**src/rtl/md6_job_sequencer_pkg.sv**
```systemverilog
// Shared constants and state type for the MD6 job sequencer.
// Encodings double as debug LED codes.
package md6_job_sequencer_pkg;

  localparam logic [2:0] S_IDLE  = 3'd0;
  localparam logic [2:0] S_HASH  = 3'd1;
  localparam logic [2:0] S_READY = 3'd2;
  localparam logic [2:0] S_TX    = 3'd3;
  localparam logic [2:0] S_DONE  = 3'd4;
  localparam logic [2:0] S_ERR   = 3'd5;

  localparam int CNT_W    = 24;
  localparam int TX_GUARD = 16;
  localparam int TXC_W    = 5;

  typedef enum logic [2:0] {
    IDLE  = S_IDLE,
    HASH  = S_HASH,
    READY = S_READY,
    TX    = S_TX,
    DONE  = S_DONE,
    ERR   = S_ERR
  } state_t;

endpackage

```
**src/rtl/md6_job_sequencer.sv**
```systemverilog
// Job sequencer between the receiver, the MD6 mode core and the
// transmitter: hash, hold digest, transmit, release receiver.
module md6_job_sequencer
  import md6_job_sequencer_pkg::*;
#(
  parameter int TIMEOUT_CYCLES = 1000000,
  parameter bit AUTO_TX        = 1'b0
) (
  input  logic       clk,
  input  logic       reset,
  input  logic       rx_done,
  input  logic       core_done,
  input  logic       tx_req,
  input  logic       tx_busy,
  output logic       core_enable,
  output logic       tx_start,
  output logic       rx_clear,
  output logic       hash_valid,
  output logic       busy,
  output logic       timeout_err,
  output logic [7:0] job_count,
  output logic [2:0] state
);

  localparam logic [CNT_W-1:0] TMO_LAST =
    CNT_W'(TIMEOUT_CYCLES - 1);
  localparam logic [TXC_W-1:0] GUARD_LAST =
    TXC_W'(TX_GUARD - 1);

  state_t st;
  state_t nxt;

  logic [CNT_W-1:0] hcnt;
  logic [TXC_W-1:0] tcnt;
  logic             seen;
  logic             pend;
  logic             armed;
  logic             tx_fin;
  logic             clr;

  // Leave TX after the transmitter has run, or after the guard
  // window if it never reported busy.
  assign tx_fin = !tx_busy &&
    (seen ? (tcnt != '0) : (tcnt == GUARD_LAST));

  always_comb begin
    nxt = st;
    unique case (st)
      IDLE:  if (rx_done && armed) nxt = HASH;
      HASH:  begin
        if (core_done)           nxt = READY;
        else if (hcnt == TMO_LAST) nxt = ERR;
      end
      READY: if (pend && !tx_busy) nxt = TX;
      TX:    if (tx_fin) nxt = DONE;
      DONE:  nxt = IDLE;
      ERR:   if (tx_req) nxt = IDLE;
      default: nxt = IDLE;
    endcase
  end

  assign clr = ((st == TX) && (nxt == DONE)) ||
               ((st == ERR) && (nxt == IDLE));

  always_ff @(posedge clk or posedge reset) begin
    if (reset) begin
      st          <= IDLE;
      hcnt        <= '0;
      tcnt        <= '0;
      seen        <= 1'b0;
      pend        <= 1'b0;
      armed       <= 1'b1;
      core_enable <= 1'b0;
      tx_start    <= 1'b0;
      rx_clear    <= 1'b0;
      hash_valid  <= 1'b0;
      timeout_err <= 1'b0;
      job_count   <= '0;
    end else begin
      st <= nxt;

      if (st == HASH) hcnt <= hcnt + 1'b1;
      else            hcnt <= '0;

      if (st == TX) begin
        if (tcnt != '1) tcnt <= tcnt + 1'b1;
        if (tx_busy)    seen <= 1'b1;
      end else begin
        tcnt <= '0;
        seen <= 1'b0;
      end

      if (st != READY)          pend <= 1'b0;
      else if (nxt == TX)       pend <= 1'b0;
      else if (tx_req || AUTO_TX) pend <= 1'b1;

      // A new job needs rx_done to drop after each release.
      if (clr)           armed <= 1'b0;
      else if (!rx_done) armed <= 1'b1;

      rx_clear    <= clr;
      tx_start    <= (st == READY) && (nxt == TX);
      core_enable <= nxt inside {HASH, READY, TX};
      hash_valid  <= nxt inside {READY, TX, DONE};

      if (nxt == ERR) timeout_err <= 1'b1;
      if (st == DONE) job_count <= job_count + 1'b1;
    end
  end

  assign busy  = (st != IDLE);
  assign state = st;

endmodule

```
**config.mk**
```make
export PLATFORM = sky130hd
export DESIGN_NAME = md6_job_sequencer
export DESIGN_NICKNAME = d
export VERILOG_FILES = /design/src/rtl/md6_job_sequencer_pkg.sv /design/src/rtl/md6_job_sequencer.sv
export SDC_FILE = /design/constraint.sdc
export NUM_CORES = 1
export LEC_CHECK = 0
export CORE_UTILIZATION = 25
export CTS_CLUSTER_DIAMETER = 30
export DETAILED_ROUTE_END_ITERATION = 6
export GPL_ROUTABILITY_DRIVEN = 1
export PLACE_DENSITY = 0.4
export SLEW_MARGIN = 5
export SYNTH_ARGS = -nofsm -noshare
export SYNTH_HDL_FRONTEND = slang
export SYNTH_SLANG_ARGS = --single-unit
```
**constraint.sdc**
```tcl
create_clock -name clk -period 1.9 [get_ports clk]
set_input_delay 0.38 -clock clk [delete_from_list [all_inputs] [get_ports clk]]
set_output_delay 0.38 -clock clk [all_outputs]
set_load 0.02 [all_outputs]
```
==> results of run 1 <==
## synthesized netlist by cell type (2+ instances only)
library cell | count | share of area [%]
xor2_1 | 11 | 4.1
nand3b_1 | 2 | 0.63
nand2_1 | 15 | 2.4
nand4_2 | 2 | 1.1
nor4_4 | 3 | 2.7
nand4_1 | 5 | 1.3
clkbuf_1 | 2 | 0.32
nand4b_1 | 2 | 0.74
ha_1 | 6 | 3.2
inv_1 | 11 | 1.7
dfrtp_1 | 47 | 49
nor4_1 | 3 | 0.79
xnor2_1 | 19 | 7.0
and4_2 | 3 | 1.3
and3_1 | 2 | 0.53
nor3_1 | 6 | 1.3
buf_6 | 2 | 0.95
nor2_1 | 37 | 5.8
nor2b_1 | 2 | 0.53
o21ai_0 | 3 | 0.63
nor3b_1 | 2 | 0.63
nand3_1 | 6 | 1.3
mux2i_1 | 2 | 0.84
nor4b_1 | 3 | 1.1
buf_2 | 2 | 0.42
or3_1 | 2 | 0.53
a21oi_1 | 6 | 1.3
## worst min path at each step
stage / startpoint / end / slack [ns] / cells after the start
after floorplan: rx_done / armed / 0.43 / 1
after global placement: armed / armed / 0.45 / 2
after detailed placement: armed / armed / 0.46 / 2
after CTS: reset / pend / 0.42 / 2
after global routing: reset / pend / 0.45 / 2
final: reset / timeout_err / 0.41 / 2
## registers in the layout, summed over array words and instances (netlist names)
signal	count
tcnt	5
hcnt	24
tx_start	1
seen	1
state	3
pend	1
hash_valid	1
core_enable	1
armed	1
timeout_err	1
job_count	8
rx_clear	1
## power breakdown
part	switching, W	internal, W	total [W]	leakage [nW]
Sequential	0.000115	0.00114	0.00125	0.644
Combinational	0.000440	0.000378	0.000818	0.583
Clock	0.000345	0.000298	0.000643	0.0455
Total	0.000899	0.00181	0.00271	1.27
## routing by layer
| metal | vias to the layer above | part of all wire, % | track usage [%] |
|---|---|---|---|
| li1 | 835 | - | - |
| met1 | 826 | 52 | 16.2 |
| met2 | 21 | 44 | 16.5 |
| met3 | 5 | 2.9 | 2.46 |
| met4 | 0 | 1.3 | 4.75 |
| met5 | - | 0 | 0 |
## through the flow
step                      power, W  std cells  hold WS, ns  cell area (sq um)  TNS [ns]
after detailed placement   0.00204        384        0.458               2840    -0.170
after floorplan            0.00166        224        0.433               2380         0
after global routing       0.00289        393        0.452               2990   -0.0135
after CTS                  0.00270        392        0.420               2920         0
final                      0.00271        393        0.406               2990         0
after global placement     0.00206        384        0.454               2840   -0.0710
## cell families (layout without fill, tap and decap cells)
group	after synthesis	in the layout
compound gates	15	15
xor+xnor	30	30
fa+ha+maj	6	6
buf+inv	19	59
flops	48	48
mux	3	3
simple gates	103	103
## worst max-delay path, delay by kind of cell, from the launching register on
family / cells / cell delay, ns
and+or+nand+nor: 1 / 0.37
DFF: 1 / 0.45
buffers and inverters: 1 / 0.33
## what timing repair did
| item | in CTS | in global routing |
|---|---|---|
| buffers inserted | 0 | 1 |
| hold buffers | 0 | 0 |
| setup endpoints to repair | 1 | 11 |
| pin swaps | 0 | 4 |
| gates resized for setup | 1 | 16 |
## layout make-up
cell class / instances / area [sq um] / area share (%)
Timing Repair Buffer: 40 / 369 / 12.4
Sequential cell: 48 / 1210 / 40.4
Multi-Input combinational cell: 157 / 1120 / 37.4
Inverter: 11 / 41.3 / 1.38
Clock buffer: 8 / 90.1 / 3.02
Tap cell: 129 / 161 / 5.41
==> results.md, run 1 <==
- Outcome: completed
- Largest net degree at the start of global routing: 24
- Most frequent cells in the layout: dfrtp_1, nor2_1, clkdlybuf4s50_1
- Layout cell share with drive strength beyond 1: 19.7%
- Post-synthesis mux area share: 1.32%
- Antenna cells: 0
- Unique cell type count in the Yosys netlist: 45
- CTS tree: built
- Max VDD drop: 0.365 mV
- Reg2reg path depth: 7
- Number of global-route vias before repair: 1797
- Die Y: 99.5 microns
- Fin. max-slew vios: 0
- CP Launch Type: flip-flop
- Worst setup EP type: output port
- Worst EP required: 1.52 ns
- Simple-gate share of the synthesized area: 25.6%
- Max transition margin: 70.8%
- Yosys reg bits: 48
- Max frequency: 545 MHz
- Routed wire per std cell: 12.6 microns
- CP Cell Sequence: or3_1 -> dlygate4sd2_1
- I/O pin total: 23
- Detail Placement HPWL: 3520 microns
- Top_reg_cell synth: dfrtp_1
- Post-synth EDFFs: 0
- Worst Setup SP: state[1]
- YS warnings: 0
- DP Worst Slack: -0.0868 ns
- WL final: 4940 microns
- Crit Path Class: flip-flop to output port
- Reg2Reg Setup Slack: 0.14 ns
- Fill count: 954
- Vias: 1687
- Gr usage total: 11.3%
- Clock transition at path regs: 0.09 ns
- Mapped Cells: 224
- Leading cell type in the layout, fill and taps excluded: dfrtp_1
- TritonCTS Sinks: 48
- Clock Skews: 0.00613 ns
- Clock root buffer: clkbuf_8
- Worst Setup EP: busy
- Crit-path max cell delay: 0.45 ns
- Final setup margin: 0.0665 ns
- RR Startpoint: tcnt[1]
- FFs w/ async S/R, synth: 100%
- Rows: 35
- Die area: 9910 sq um
- Avg Cell Area, Syn: 10.6 sq um
- Total Nets Final: 275
- Clk_lat worst skew: 0.30 ns
- Initial antenna violation count: 0
- Largest family of logic cells by synthesized area: simple AND/OR/NAND/NOR gates
- Port bufs: 22
- LEAKAGE: 1.27 nW
- Mapped cell area: 2380 sq um
- Final setup fails: 0
- Core area: 9240 sq um
- XOR/XNOR Fraction of Synth Area: 11.0%
- R2r endpoint: pend
- Antenna Nets Post-Route: 0
- Worst Tran Pin Value: 0.437 ns
- Fin crit share: 96.5%
- Remaining Overflow, GRT: 0
- Arrival time worst endpoint: 1.45 ns
- Synthesis-to-layout area growth: 25.5%
- Fin crit period: 1.83 ns
- Final Hold Violating Endpoints: 0
- CP max FO: 6
- CTS Buf Count: 5
- Final Util: 32.3%
- Slowest CP cell: dfrtp_1
- Post-synthesis sequential area ratio: 50.6%
- CTS Buffer Depth: 2
- Final GP Congestion: 0.771
- Initial DRT Pass Iterations: 4
- Global-route wire length before repair: 8700 microns
- Starting Density: 25.7%
- Syn Nets: 236
- Remaining DRCs: 0
- DR vias/cell: 4.29
- Synth Area in Compound Gates: 3.89%
- Horiz. Die Dim: 99.5 microns
- Number of max-cap violations: 0
- Initial DRC Count: 34
- Pwr/cell area: 909 nW/um^2
- Min-delay worst type: primary input to async pin
- CTS H-Tree Depth: 2
- Synth Area in Adders: 3.16%
Power figures use the tool's default switching activity.
==> inputs of run 2 (changes only) <==
ABC_CLOCK_PERIOD_IN_PS = 1900   (was unset)
==> results of run 2 <==
Final layout, timing and power as in run 1 (identical DEF).
==> inputs of run 3 (changes only) <==
CORE_MARGIN = 3   (was unset)
TNS_END_PERCENT = 5   (was unset)
==> run 3 against run 2 <==
First-iteration DRC count is 65% higher; combinational power is 8.8% higher; cell count is 0.25% higher; critical path depth stayed put; sequential cell count stayed put; register-to-register slack worse by 0.03 ns; total power is 0.62% higher; routed wire length is 2.9% higher; clock-buffer cell count stayed put; core utilization is 1.1 points higher.
==> results.md, run 3 (synthesis results as in run 1) <==
- Outcome: completed
- Worst Setup EP: busy
- Final GP Congestion: 0.734
- Fin. max-slew vios: 0
- Leading cell type in the layout, fill and taps excluded: dfrtp_1
- Initial DRC Count: 56
- Remaining DRCs: 0
- Clock root buffer: clkbuf_8
- Most flops, register: hcnt
- Global-route wire length before repair: 9040 microns
- Vias: 1673
- Pwr Total: 0.00273 W
- Hold Slack: 0.434 ns
- CP Launch Type: flip-flop
- Clock transition at path regs: 0.09 ns
- RR Startpoint: tcnt[0]
- LEAKAGE: 1.28 nW
- Clock Skews: 0.0166 ns
- Largest net degree at the start of global routing: 49
- Remaining Overflow, GRT: 0
- Synthesis-to-layout area growth: 25.9%
- Die area: 10700 sq um
- Min-delay worst type: primary input to async pin
- Die Y: 104 microns
- Core area: 8980 sq um
- I/O pin total: 23
- Worst EP required: 1.52 ns
- DR vias/cell: 4.25
- Gr usage total: 10.4%
- Clk_lat worst skew: 0.30 ns
- CTS tree: built
- Final setup fails: 0
- Worst Tran Pin Value: 0.311 ns
- CP max FO: 7
- Max FFs per register: 24
- TritonCTS Sinks: 48
- Cts hold-fix bufs: 0
- Crit Path Class: flip-flop to output port
- RSZ-0062 raised after global routing: true
- Final Util: 33.4%
- Layout cell share with drive strength beyond 1: 19.8%
- Max VDD drop: 0.310 mV
- Rows: 34
- Total Nets Final: 279
- Post-layout instance area: 3000 sq um
- CTS Buffer Depth: 2
- Worst Setup SP: state[2]
- CTS H-Tree Depth: 2
- Initial antenna violation count: 0
- Arrival time worst endpoint: 1.47 ns
- Reg2reg path depth: 8
- Detail Placement HPWL: 3560 microns
- Worst setup EP type: output port
- Antenna cells: 0
- Initial DRT Pass Iterations: 4
- R2r endpoint: timeout_err
- Antenna Nets Post-Route: 0
- Starting Density: 26.5%
- Pwr/cell area: 911 nW/um^2
- Reg2Reg Setup Slack: 0.11 ns
- Fill count: 936
- Max layer used: met4
- WL final: 5080 microns
- M1 wire length: 2740 microns
- Post-DP Area: 2840 sq um
- Fin crit share: 97.1%
- Max frequency: 542 MHz
- Met2 wire length: 2160 microns
- CTS Buf Count: 5
- Regs by FF count: hcnt: 24 flops, job_count: 8 flops, tcnt: 5 flops
- Max transition margin: 79.1%
- Number of max-cap violations: 0
- Number of global-route vias before repair: 1753
- Final Hold Violating Endpoints: 0
- Horiz. Die Dim: 104 microns
- Routed wire per std cell: 12.9 microns
- Fin crit period: 1.85 ns
- Met3 WL: 116 microns
- Port bufs: 22
- Most frequent cells in the layout: dfrtp_1, nor2_1, buf_4
run 3: worst min path at each step:
| stage | start | endpoint | slack (ns) | depth (start not counted) |
|---|---|---|---|---|
| 2_1_floorplan | rx_done | armed | 0.43 | 1 |
| 3_3_place_gp | armed | armed | 0.45 | 2 |
| 3_5_place_dp | timeout_err | timeout_err | 0.45 | 1 |
| 4_1_cts | reset | hcnt[15] | 0.45 | 3 |
| 5_1_grt | reset | state[1] | 0.48 | 3 |
| 6_report | reset | hcnt[17] | 0.43 | 3 |
run 3: repair_timing:
action                                 CTS  global route
pin swaps                                0             4
gates resized for setup                  3            12
endpoints found under the hold margin    0             0
buffers inserted                         0             4
setup endpoints to repair                5             9
run 3: through the flow:
step / setup slack (ns) / TNS (ns) / std cells
2_1_floorplan: 0.110 / 0 / 224
3_3_place_gp: -0.0745 / -0.144 / 382
3_5_place_dp: -0.101 / -0.199 / 382
4_1_cts: -0.0120 / -0.0120 / 390
5_1_grt: -0.0207 / -0.0237 / 394
6_report: 0.0546 / 0 / 394
run 3: final cells by class:
type	instances	area, sq um	area share [%]
multi-input cells	157	1110	37.2
well taps	126	158	5.26
inverters	11	41.3	1.38
repair buffers	44	398	13.3
flip-flops and latches	48	1200	40.2
clock buffers	8	80.1	2.67
run 3: per-layer routing:
| metal | vias up | GRT usage, % |
|---|---|---|
| met1 | 798 | 15.2 |
| met2 | 20 | 15.1 |
| met4 | 0 | 3.70 |
| met5 | - | 0 |
| met3 | 7 | 2.30 |
| li1 | 848 | - |
run 3: where the power goes:
part           leakage (nW)  switching (W)  internal (W)
combinational         0.597       0.000466      0.000423
sequential            0.646       0.000103       0.00113
clock                0.0395       0.000338      0.000263
total                  1.28       0.000908       0.00182
run 3: critical path: stages, from the launching register on:
cell and delay, ns:
dfrtp_1 0.45, or3_1 0.40, dlygate4sd2_1 0.33
==> edit (flow settings as in run 2) <==
The package constant `CNT_W` goes from 24 to 48.
--- a/src/rtl/md6_job_sequencer_pkg.sv
+++ b/src/rtl/md6_job_sequencer_pkg.sv
@@ -11,3 +11,3 @@
 
-  localparam int CNT_W    = 24;
+  localparam int CNT_W    = 48;
   localparam int TX_GUARD = 16;
Function: no difference found for any inputs over 10 cycles, from zero or initial values and one cycle with reset high; that may be too few to reach the edited logic, so the function may still have changed.
==> edit against run 2 <==
- clock skew is 0.0039 ns higher
- worst hold slack lost 0.073 ns
- sequential power grew 41%
- sequential cell count is 24 higher
- global-route usage rose by 2.0 points
- total power up 63%
- critical path depth rose by 2
- synthesized cell count is 83% higher
- area after synthesis grew 64%
- routed wire length up 100%
- highest routed layer unchanged
- setup slack gained 0.020 ns
- register-to-register slack worse by 0.05 ns
- final area up 68%
==> edit: results (changes against run 2) <==
Net Sw Power -> 1440 µW (+61%)
reg-to-reg slack, setup -> 0.09 ns (-0.05 ns)
clk_lat worst skew -> 0.34 ns (+0.04 ns)
Seq/Total Area, Yosys -> 46.2% (-4.4 points)
Yosys cell types -> 49 (+8.9%)
Synth area leaders -> dfrtp_1 45%, mux2i_1 5.1%, nand2_1 4.0%, nand2b_1 3.4%, nand4_1 3.0%
XOR/XNOR Fraction of Synth Area -> 4.48% (-6.6 points)
Max Clock Skew -> 0.0101 ns (+0.00394 ns)
hold slack -> 0.333 ns (-0.0730 ns)
CP max-delay cell -> or4_1
Worst R2R Path Depth -> 4 (-3)
status -> finished clean
minimum clock period -> 1.81 ns (-0.0198 ns)
clock-pin slew on the worst setup and hold paths -> 0.06 ns (-0.03 ns)
CTS HTree Levels -> 3 (+1)
Slew HR -> 65.1% (-5.7 points)
first-pass GRT wire length -> 16700 µm (+92%)
CP max FO -> 5 (-1)
Crit. Startpoint -> hcnt[4]
post-synthesis mux area share -> 5.70% (+4.4 points)
vias per inst -> 4.99 (+16%)
Compound-Gate Fraction of Synth Area -> 7.50% (+3.6 points)
Worst setup endpoint -> core_enable
placed insts -> 645 (+68%)
clock root buffer -> clkbuf_16
VDD IR max -> 436 µV (+19%)
number of DRC markers in iteration 0 -> 195 (+470%)
vias in the first global route -> 3304 (+84%)
Largest stage delay, worst path -> 0.59 ns (+0.14 ns)
## edit: final cells by class
| cell class | instances | area [µm²] |
|---|---|---|
| sequential | 72 | 1810 |
| inverter | 10 | 41.3 |
| multi-input combinational | 304 | 2060 |
| fill | 1564 | 10200 |
| clock inverter | 6 | 37.5 |
| clock buffer | 10 | 229 |
| tap | 188 | 235 |
| timing repair buffer | 72 | 607 |
## edit: routing by layer
metal	vias to the layer above	track usage (%)	share of wire (%)
met3	14	3.22	3.3
met1	1639	17.4	48
li1	1615	-	-
met5	-	0	0
met2	38	21.4	47
met4	0	4.69	1.5
## edit: stage by stage
stage               util (%)    TNS, ns  cell area [µm²]
floorplan                  -  -0.000489             3920
global placement        30.6     -0.274             4660
detailed placement      30.6     -0.312             4660
CTS                     32.5   -0.00391             4940
global route            33.0  -0.000348             5020
finish                  33.0          0             5020
